[config.mk]
export PLATFORM = sky130hd
export DESIGN_NAME = tt_sweep
export DESIGN_NICKNAME = d
export VERILOG_FILES = /design/src/rtl/tt_sweep.sv
export SDC_FILE = /design/constraint.sdc
export NUM_CORES = 1
export LEC_CHECK = 0
export ABC_CLOCK_PERIOD_IN_PS = 2400
export CORE_MARGIN = 5
export CORE_UTILIZATION = 28
export DETAILED_ROUTE_END_ITERATION = 16
export PLACE_DENSITY = 0.47
export SYNTH_ARGS = -nofsm -noshare
export SYNTH_HDL_FRONTEND = slang
export SYNTH_SLANG_ARGS = --single-unit
[constraint.sdc]
create_clock -name clk -period 2.4 [get_ports clk]
set_clock_uncertainty 0.05 [all_clocks]
set_input_delay 0.6 -clock clk [delete_from_list [all_inputs] [get_ports clk]]
set_output_delay 0.6 -clock clk [all_outputs]
set_load 0.01 [all_outputs]
[src/rtl/tt_sweep.sv]
// Truth-table sweeper: walks x through all 128 minterms of a 7-input function and captures f into tt.
// Optional TT_COMPARE_EN adds exp_tt/match for a registered compare against an expected table.
//   state  | meaning
//   IDLE   | waiting for start, x parked at 0, last tt/ones retained
//   DRIVE  | x held on the function inputs while it settles
//   SAMPLE | f captured into tt[x] and counted into ones
//   DONE   | tt/ones frozen and offered until tt_ready
module tt_sweep #(
  parameter int unsigned SETTLE = 1
) (
  input  logic         clk,
  input  logic         rst_n,
  input  logic         start,
  output logic         busy,
  output logic [6:0]   x,
  input  logic         f,
  output logic [127:0] tt,
  output logic         tt_valid,
  input  logic         tt_ready,
  output logic [7:0]   ones
`ifdef TT_COMPARE_EN
  ,
  input  logic [127:0] exp_tt,
  output logic         match
`endif
);

  typedef enum logic [1:0] {
    S_IDLE   = 2'd0,
    S_DRIVE  = 2'd1,
    S_SAMPLE = 2'd2,
    S_DONE   = 2'd3
  } state_e;

  // DRIVE lasts SETTLE cycles, so the down-counter is loaded with SETTLE-1
  localparam logic [3:0] CNT_LOAD = 4'(SETTLE - 1);

  state_e       state_q, state_d;
  logic [6:0]   x_q, x_d;
  logic [3:0]   cnt_q, cnt_d;
  logic [127:0] tt_q, tt_d;
  logic [7:0]   ones_q, ones_d;

  always_ff @(posedge clk or negedge rst_n) begin
    if (!rst_n) begin
      state_q <= S_IDLE;
      x_q     <= '0;
      cnt_q   <= '0;
      tt_q    <= '0;
      ones_q  <= '0;
    end else begin
      state_q <= state_d;
      x_q     <= x_d;
      cnt_q   <= cnt_d;
      tt_q    <= tt_d;
      ones_q  <= ones_d;
    end
  end

  always_comb begin
    state_d = state_q;
    x_d     = x_q;
    cnt_d   = cnt_q;
    tt_d    = tt_q;
    ones_d  = ones_q;
    case (state_q)
      S_IDLE: begin
        if (start) begin
          state_d = S_DRIVE;
          x_d     = '0;
          cnt_d   = CNT_LOAD;
          tt_d    = '0;
          ones_d  = '0;
        end
      end
      S_DRIVE: begin
        if (cnt_q == 4'd0) state_d = S_SAMPLE;
        else               cnt_d   = cnt_q - 4'd1;
      end
      S_SAMPLE: begin
        tt_d[x_q] = f;
        ones_d    = ones_q + {7'd0, f};
        // x saturates at 127 so DONE still shows the last minterm
        if (x_q == 7'd127) begin
          state_d = S_DONE;
        end else begin
          state_d = S_DRIVE;
          x_d     = x_q + 7'd1;
          cnt_d   = CNT_LOAD;
        end
      end
      S_DONE: begin
        if (tt_ready) begin
          state_d = S_IDLE;
          x_d     = '0;
        end
      end
      default: state_d = S_IDLE;
    endcase
  end

`ifdef TT_COMPARE_EN
  logic match_q, match_d;

  always_comb begin
    match_d = match_q;
    if (state_q == S_IDLE && start)                    match_d = 1'b0;
    else if (state_q == S_SAMPLE && x_q == 7'd127)     match_d = (tt_d == exp_tt);
  end

  always_ff @(posedge clk or negedge rst_n) begin
    if (!rst_n) match_q <= 1'b0;
    else        match_q <= match_d;
  end

  assign match = match_q;
`endif

  assign busy     = (state_q != S_IDLE);
  assign tt_valid = (state_q == S_DONE);
  assign x        = x_q;
  assign tt       = tt_q;
  assign ones     = ones_q;

endmodule
==> results of run 1 <==
path summary, 6_finish.rpt:
check / startpoint / to / slack, ns / depth (start not counted)
min: rst_n / ones[7] / 0.07 / 1
max: state_q[1] / tt_valid / 0.07 / 2
max reg2reg: state_q[1] / tt[97] / 0.36 / 4
min in group clk: cnt_q[1] / cnt_q[1] / 0.47 / 1
min reg2reg: cnt_q[1] / cnt_q[1] / 0.47 / 1
max in group asynchronous: rst_n / tt[97] / 1.55 / 2
state kept, by name (all words and copies together) (netlist names):
register / cells
x: 7
state_q: 2
cnt_q: 4
tt: 128
ones: 8
kinds of logic after synthesis:
logic type / after synthesis / share of synthesized area [%]
muxes: 4 / 0.6190
adders and majority gates: 4 / 0.7282
AOI/OAI and AO/OA: 284 / 30.95
buffers and inverters: 82 / 5.552
and+or+nand+nor: 85 / 7.264
xor gates and xnor gates: 5 / 0.6371
DFF: 149 / 54.25
metal layers:
layer	GRT usage, %	part of all wire, %	vias to the layer above
li1	-	-	2680
met1	20.97	46	2794
met2	24.40	46	195
met3	5.973	7.8	18
met4	3.629	0.95	0
met5	0	0	-
what timing repair did:
item                       CTS  global route
gates resized for setup      3             2
hold endpoints to repair     0             0
setup endpoints to repair    2             2
cell type report:
class	count	area [um^2]	area share, %
clock buffers	17	425.4	4.531
clock inverters	15	143.9	1.533
inverters	8	31.28	0.3332
multi-input cells	382	2778	29.58
flip-flops and latches	149	3732	39.75
well taps	324	405.4	4.318
repair buffers	188	1873	19.95
stage by stage:
step | std cells | worst slack, ns
2_1_floorplan | 613 | 0.6001
3_3_place_gp | 1051 | 0.2018
3_5_place_dp | 1051 | 0.1079
4_1_cts | 1083 | 0.01410
5_1_grt | 1083 | 0.001692
6_report | 1083 | 0.07204
where the power goes:
group          switching [uW]  total (uW)  internal (uW)
Sequential                254        2930           2680
Combinational            1140        1920            781
Clock                    1160        2610           1450
Yosys cell counts (3+ instances only):
cell type,count
a21oi_1,5
a22o_1,9
and2_1,3
buf_2,26
buf_6,5
clkbuf_1,40
dfrtp_1,149
ha_1,4
inv_1,7
nand2_1,26
nand3_1,11
nand3b_1,6
nand3b_4,4
nor2_1,12
nor2b_1,4
nor3_1,4
o211ai_1,126
o21ai_0,3
o31ai_1,126
or3_1,3
xnor2_1,5
worst max-delay path, cell delays in order, from the launching register on:
cell and delay (ns):
dfrtp_2 0.54, and2_1 0.18, clkdlybuf4s50_1 0.53
==> run_results.csv, run 1 <==
group,metric,value,unit
grt,track_usage,15.71,%
detailed_routing,drtIter0Drc,317,
grt,grt_pass1_wl,34.64,mm
power_and_ir_drop,ir_drop,0.0003973,V
place,gp_congestion,0.7879,
setup_path,crit_fanout,13,
timing,period_share,97.00,%
yosys,yosys.cell_types.count,47,
place,place_area,8808,um^2
cells_and_area,diodes,0,
cells_and_area,syn_to_final_growth,36.61,%
yosys,synthCells,613,
timing,setup_violations,0,
yosys,yosysWarnings,0,
grt,grt_pass1_vias,5764,
cells_and_area,final_util,38.72,%
outcome,status,"completed",
clock_tree,clock-root-buffer,"clkbuf_16",
power_and_ir_drop,power_density,794.1,nW/um^2
detailed_routing,num_vias,5687,
clock_tree,clkSinkCount,149,
grt,gr-total-overflow,0,
floorplan,core,24250,um^2
setup_path,setup.worst_path.end_class,"output port",
timing,worst_pin_slew,0.6096,ns
cells_and_area,final_nets,755,
detailed_routing,drcViolationCount,0,
clock_tree,path_clk_slew,0.06,ns
floorplan,rows,57,
clock_tree,cts-htree-levels,4,
clock_tree,insertion_delay,0.42,ns
yosys,synth_area_leaders,"dfrtp_1, o211ai_1, o31ai_1, clkbuf_1, buf_2",
yosys,synth-seq-cells,149,
timing,holdWs,0.07225,ns
power_and_ir_drop,p_leak,0.003771,uW
detailed_routing,routed_wl,21.94,mm
cells_and_area,final_cell_mix,"clkdlybuf4s50_1, dfrtp_1, o211ai_1, o31ai_1, buf_4",
yosys,syn-cell-area,6873,um^2
yosys,yosysSeqAreaShare,54.25,%
clock_tree,cts_buffers,17,
yosys,avgSynthCellArea,11.21,um^2
clock_tree,cts_hold_buf,0,
yosys,synth_area_leader_cell,"dfrtp_1",
yosys,synth_top_area_share,54.25,%
cells_and_area,final_area,9389,um^2
grt,grt_max_degree,73,
run,maxCapViolCount,0,
detailed_routing,avgRoutedWirePerCell,20.26,um
timing,post-route-min-period,2.328,ns
setup_path,critPathRequiredTime,1.75,ns
cells_and_area,n_fill_cell,2380,
worst_hold_path,hp-class,"input pin to asynchronous set/reset pin",
timing,slew_violations,0,
cells_and_area,drive_above_1_share,11.59,%
timing,maxSlewHeadroom,59.26,%
floorplan,ios,150,
timing,hold_violations,0,
yosys,synth_edf_count,0,
detailed_routing,drt-pass1-iter-count,5,
clock_tree,cts_max_path_buffers,2,
floorplan,start_util,28.34,%
setup_path,startpoint_type,"flip-flop",
place,numPortBuffers,149,
setup_path,crit_type,"flip-flop to output port",
clock_tree,cts_tree,"built",
timing,rsz0062_at_grt,"false",
yosys,async_flop_share,100.0,%
place,dpl.hpwl,14.87,mm
floorplan,die_h,166.7,um
yosys,ys.flop_type,"dfrtp_1",
setup_path,critPathArrivalTime,1.68,ns
timing,setup_tns,0,ns
detailed_routing,ant_nets,0,
detailed_routing,drt-vias-per-instance,5.251,
clock_tree,cts_setup_buffers,0,
power_and_ir_drop,power.total,7456,uW
timing,fmax,429.6,MHz
grt,antenna_found_initial,0,
yosys,synth_fp_nets,622,
floorplan,dieArea,27780,um^2
cells_and_area,layout_commonest_cell,"clkdlybuf4s50_1",
floorplan,fp.dieW,166.7,um
Power figures use the tool's default switching activity.
==> run 2, diff against run 1 <==
- TNS_END_PERCENT: default -> 50
==> results of run 2 <==
The final DEF is identical to that of run 1; final timing and power are the same.
==> run 3, diff against run 2 <==
- CAP_MARGIN: default -> 20
- CORE_UTILIZATION: 28 -> 41
- PLACE_DENSITY: 0.47 -> 0.65
==> run 3 against run 2 <==
- via count decreased by 0.12%
- non-clock buffer count shrank 10
- final cell count decreased by 11%
- first-iteration DRC count grew 51%
- critical path depth stayed put
- clock power up 12%
- largest cell class unchanged
- sequential power is essentially flat
- core utilization grew 17 points
- setup slack gained 0.023 ns
==> run_results.csv, run 3 (same netlist as run 1, synthesis figures left out) <==
group,metric,value,unit
detailed_routing,num_vias,5680,
floorplan,dieArea,19450,um^2
power_and_ir_drop,ir_drop,0.0005173,V
timing,hold_violations,0,
detailed_routing,ant_nets,0,
floorplan,fp.dieW,139.5,um
grt,grt_pass1_vias,5544,
clock_tree,cts-htree-levels,4,
cells_and_area,final_nets,745,
power_and_ir_drop,power_density,832.1,nW/um^2
clock_tree,clock-root-buffer,"clkbuf_16",
timing,setup_violations,0,
clock_tree,cts_tree,"built",
cells_and_area,syn_to_final_growth,34.59,%
setup_path,crit_type,"flip-flop to output port",
cells_and_area,final_cell_mix,"dfrtp_1, clkdlybuf4s50_1, o211ai_1, o31ai_1, nand2_1",
clock_tree,clkSinkCount,149,
detailed_routing,drcViolationCount,0,
cells_and_area,regArea,3730,um^2
place,numPortBuffers,149,
setup_path,critPathArrivalTime,1.65,ns
power_and_ir_drop,p_leak,0.003754,uW
grt,gr-total-overflow,0,
floorplan,ios,150,
clock_tree,cts_setup_buffers,0,
timing,setup_tns,0,ns
grt,grt_pass1_wl,32.04,mm
place,gp_congestion,0.7816,
floorplan,rows,47,
detailed_routing,avgRoutedWirePerCell,20.44,um
floorplan,core,16520,um^2
power_and_ir_drop,power.total,7697,uW
setup_path,crit_fanout,9,
cells_and_area,final_util,55.98,%
setup_path,setup.worst_path.end_class,"output port",
timing,maxSlewHeadroom,57.88,%
detailed_routing,drtIter0Drc,480,
detailed_routing,drt-pass1-iter-count,6,
grt,track_usage,20.55,%
run,maxCapViolCount,0,
clock_tree,path_clk_slew,0.06,ns
timing,fmax,433.8,MHz
floorplan,die_h,139.5,um
outcome,status,"completed",
place,dp_slack,0.1241,ns
detailed_routing,drt-vias-per-instance,5.862,
timing,slew_violations,0,
detailed_routing,routed_wl,19.81,mm
floorplan,start_util,41.59,%
cells_and_area,drive_above_1_share,9.746,%
cells_and_area,diodes,0,
clock_tree,insertion_delay,0.42,ns
cells_and_area,largest_reg_flops,128,
timing,rsz0062_at_grt,"false",
grt,grt_max_degree,73,
place,dpl.hpwl,12.96,mm
clock_tree,cts_max_path_buffers,2,
clock_tree,cts_buffers,17,
setup_path,startpoint_type,"flip-flop",
cells_and_area,n_fill_cell,1360,
cells_and_area,multi_input_area,2778,um^2
setup_path,critPathRequiredTime,1.75,ns
timing,fin_ws,0.09505,ns
timing,worst_pin_slew,0.6301,ns
timing,period_share,96.04,%
timing,post-route-min-period,2.305,ns
worst_hold_path,hp-class,"flip-flop to flip-flop",
grt,antenna_found_initial,0,
run 3: report_power, final:
group | switching [uW] | leakage, uW | internal, uW
Sequential | 228 | 0.00206 | 2680
Clock | 1050 | 0.000311 | 1870
Combinational | 1120 | 0.00138 | 747
run 3: critical path: stages (launching register included):
cell and delay [ns]:
dfrtp_1 0.53, and2_1 0.18, clkdlybuf4s50_1 0.53
run 3: through the flow:
stage,cells,instance area [um^2],hold slack (ns)
2_1_floorplan,613,6873,0.2544
3_3_place_gp,936,8583,0.4361
3_5_place_dp,936,8583,0.4399
4_1_cts,969,9244,0.4670
5_1_grt,969,9250,0.4924
6_report,969,9250,0.4657
run 3: path summary, 6_finish.rpt:
path,from,to,slack [ns],cells after the start
setup / recovery,state_q[0],tt_valid,0.1,2
hold / removal,cnt_q[1],cnt_q[1],0.47,1
setup reg to reg,state_q[0],tt[99],0.19,5
hold reg to reg,cnt_q[1],cnt_q[1],0.47,1
max in group asynchronous,rst_n,tt[63],1.02,3
min in group asynchronous,rst_n,tt[27],0.57,2
run 3: area by class of cell:
| cell class | count | share of cell area [%] |
|---|---|---|
| Inverter | 8 | 0.3382 |
| Tap cell | 220 | 2.976 |
| Multi-Input combinational cell | 382 | 30.03 |
| Clock inverter | 12 | 2.178 |
| Timing Repair Buffer | 178 | 19.33 |
| Sequential cell | 149 | 40.32 |
| Clock buffer | 20 | 4.829 |
run 3: repair_timing:
action	in CTS	in global routing
gates resized for setup	1	2
hold buffers	1	0
endpoints found under the setup margin	1	2
hold endpoints to repair	24	0
cloned	0	0
run 3: metal layers:
metal	GRT usage [%]	up-vias	routed length (um)
met2	31.50	196	9145
met5	0	-	0
met4	5.664	0	205
met3	7.787	25	1642
li1	-	2670	-
met1	27.46	2789	8813
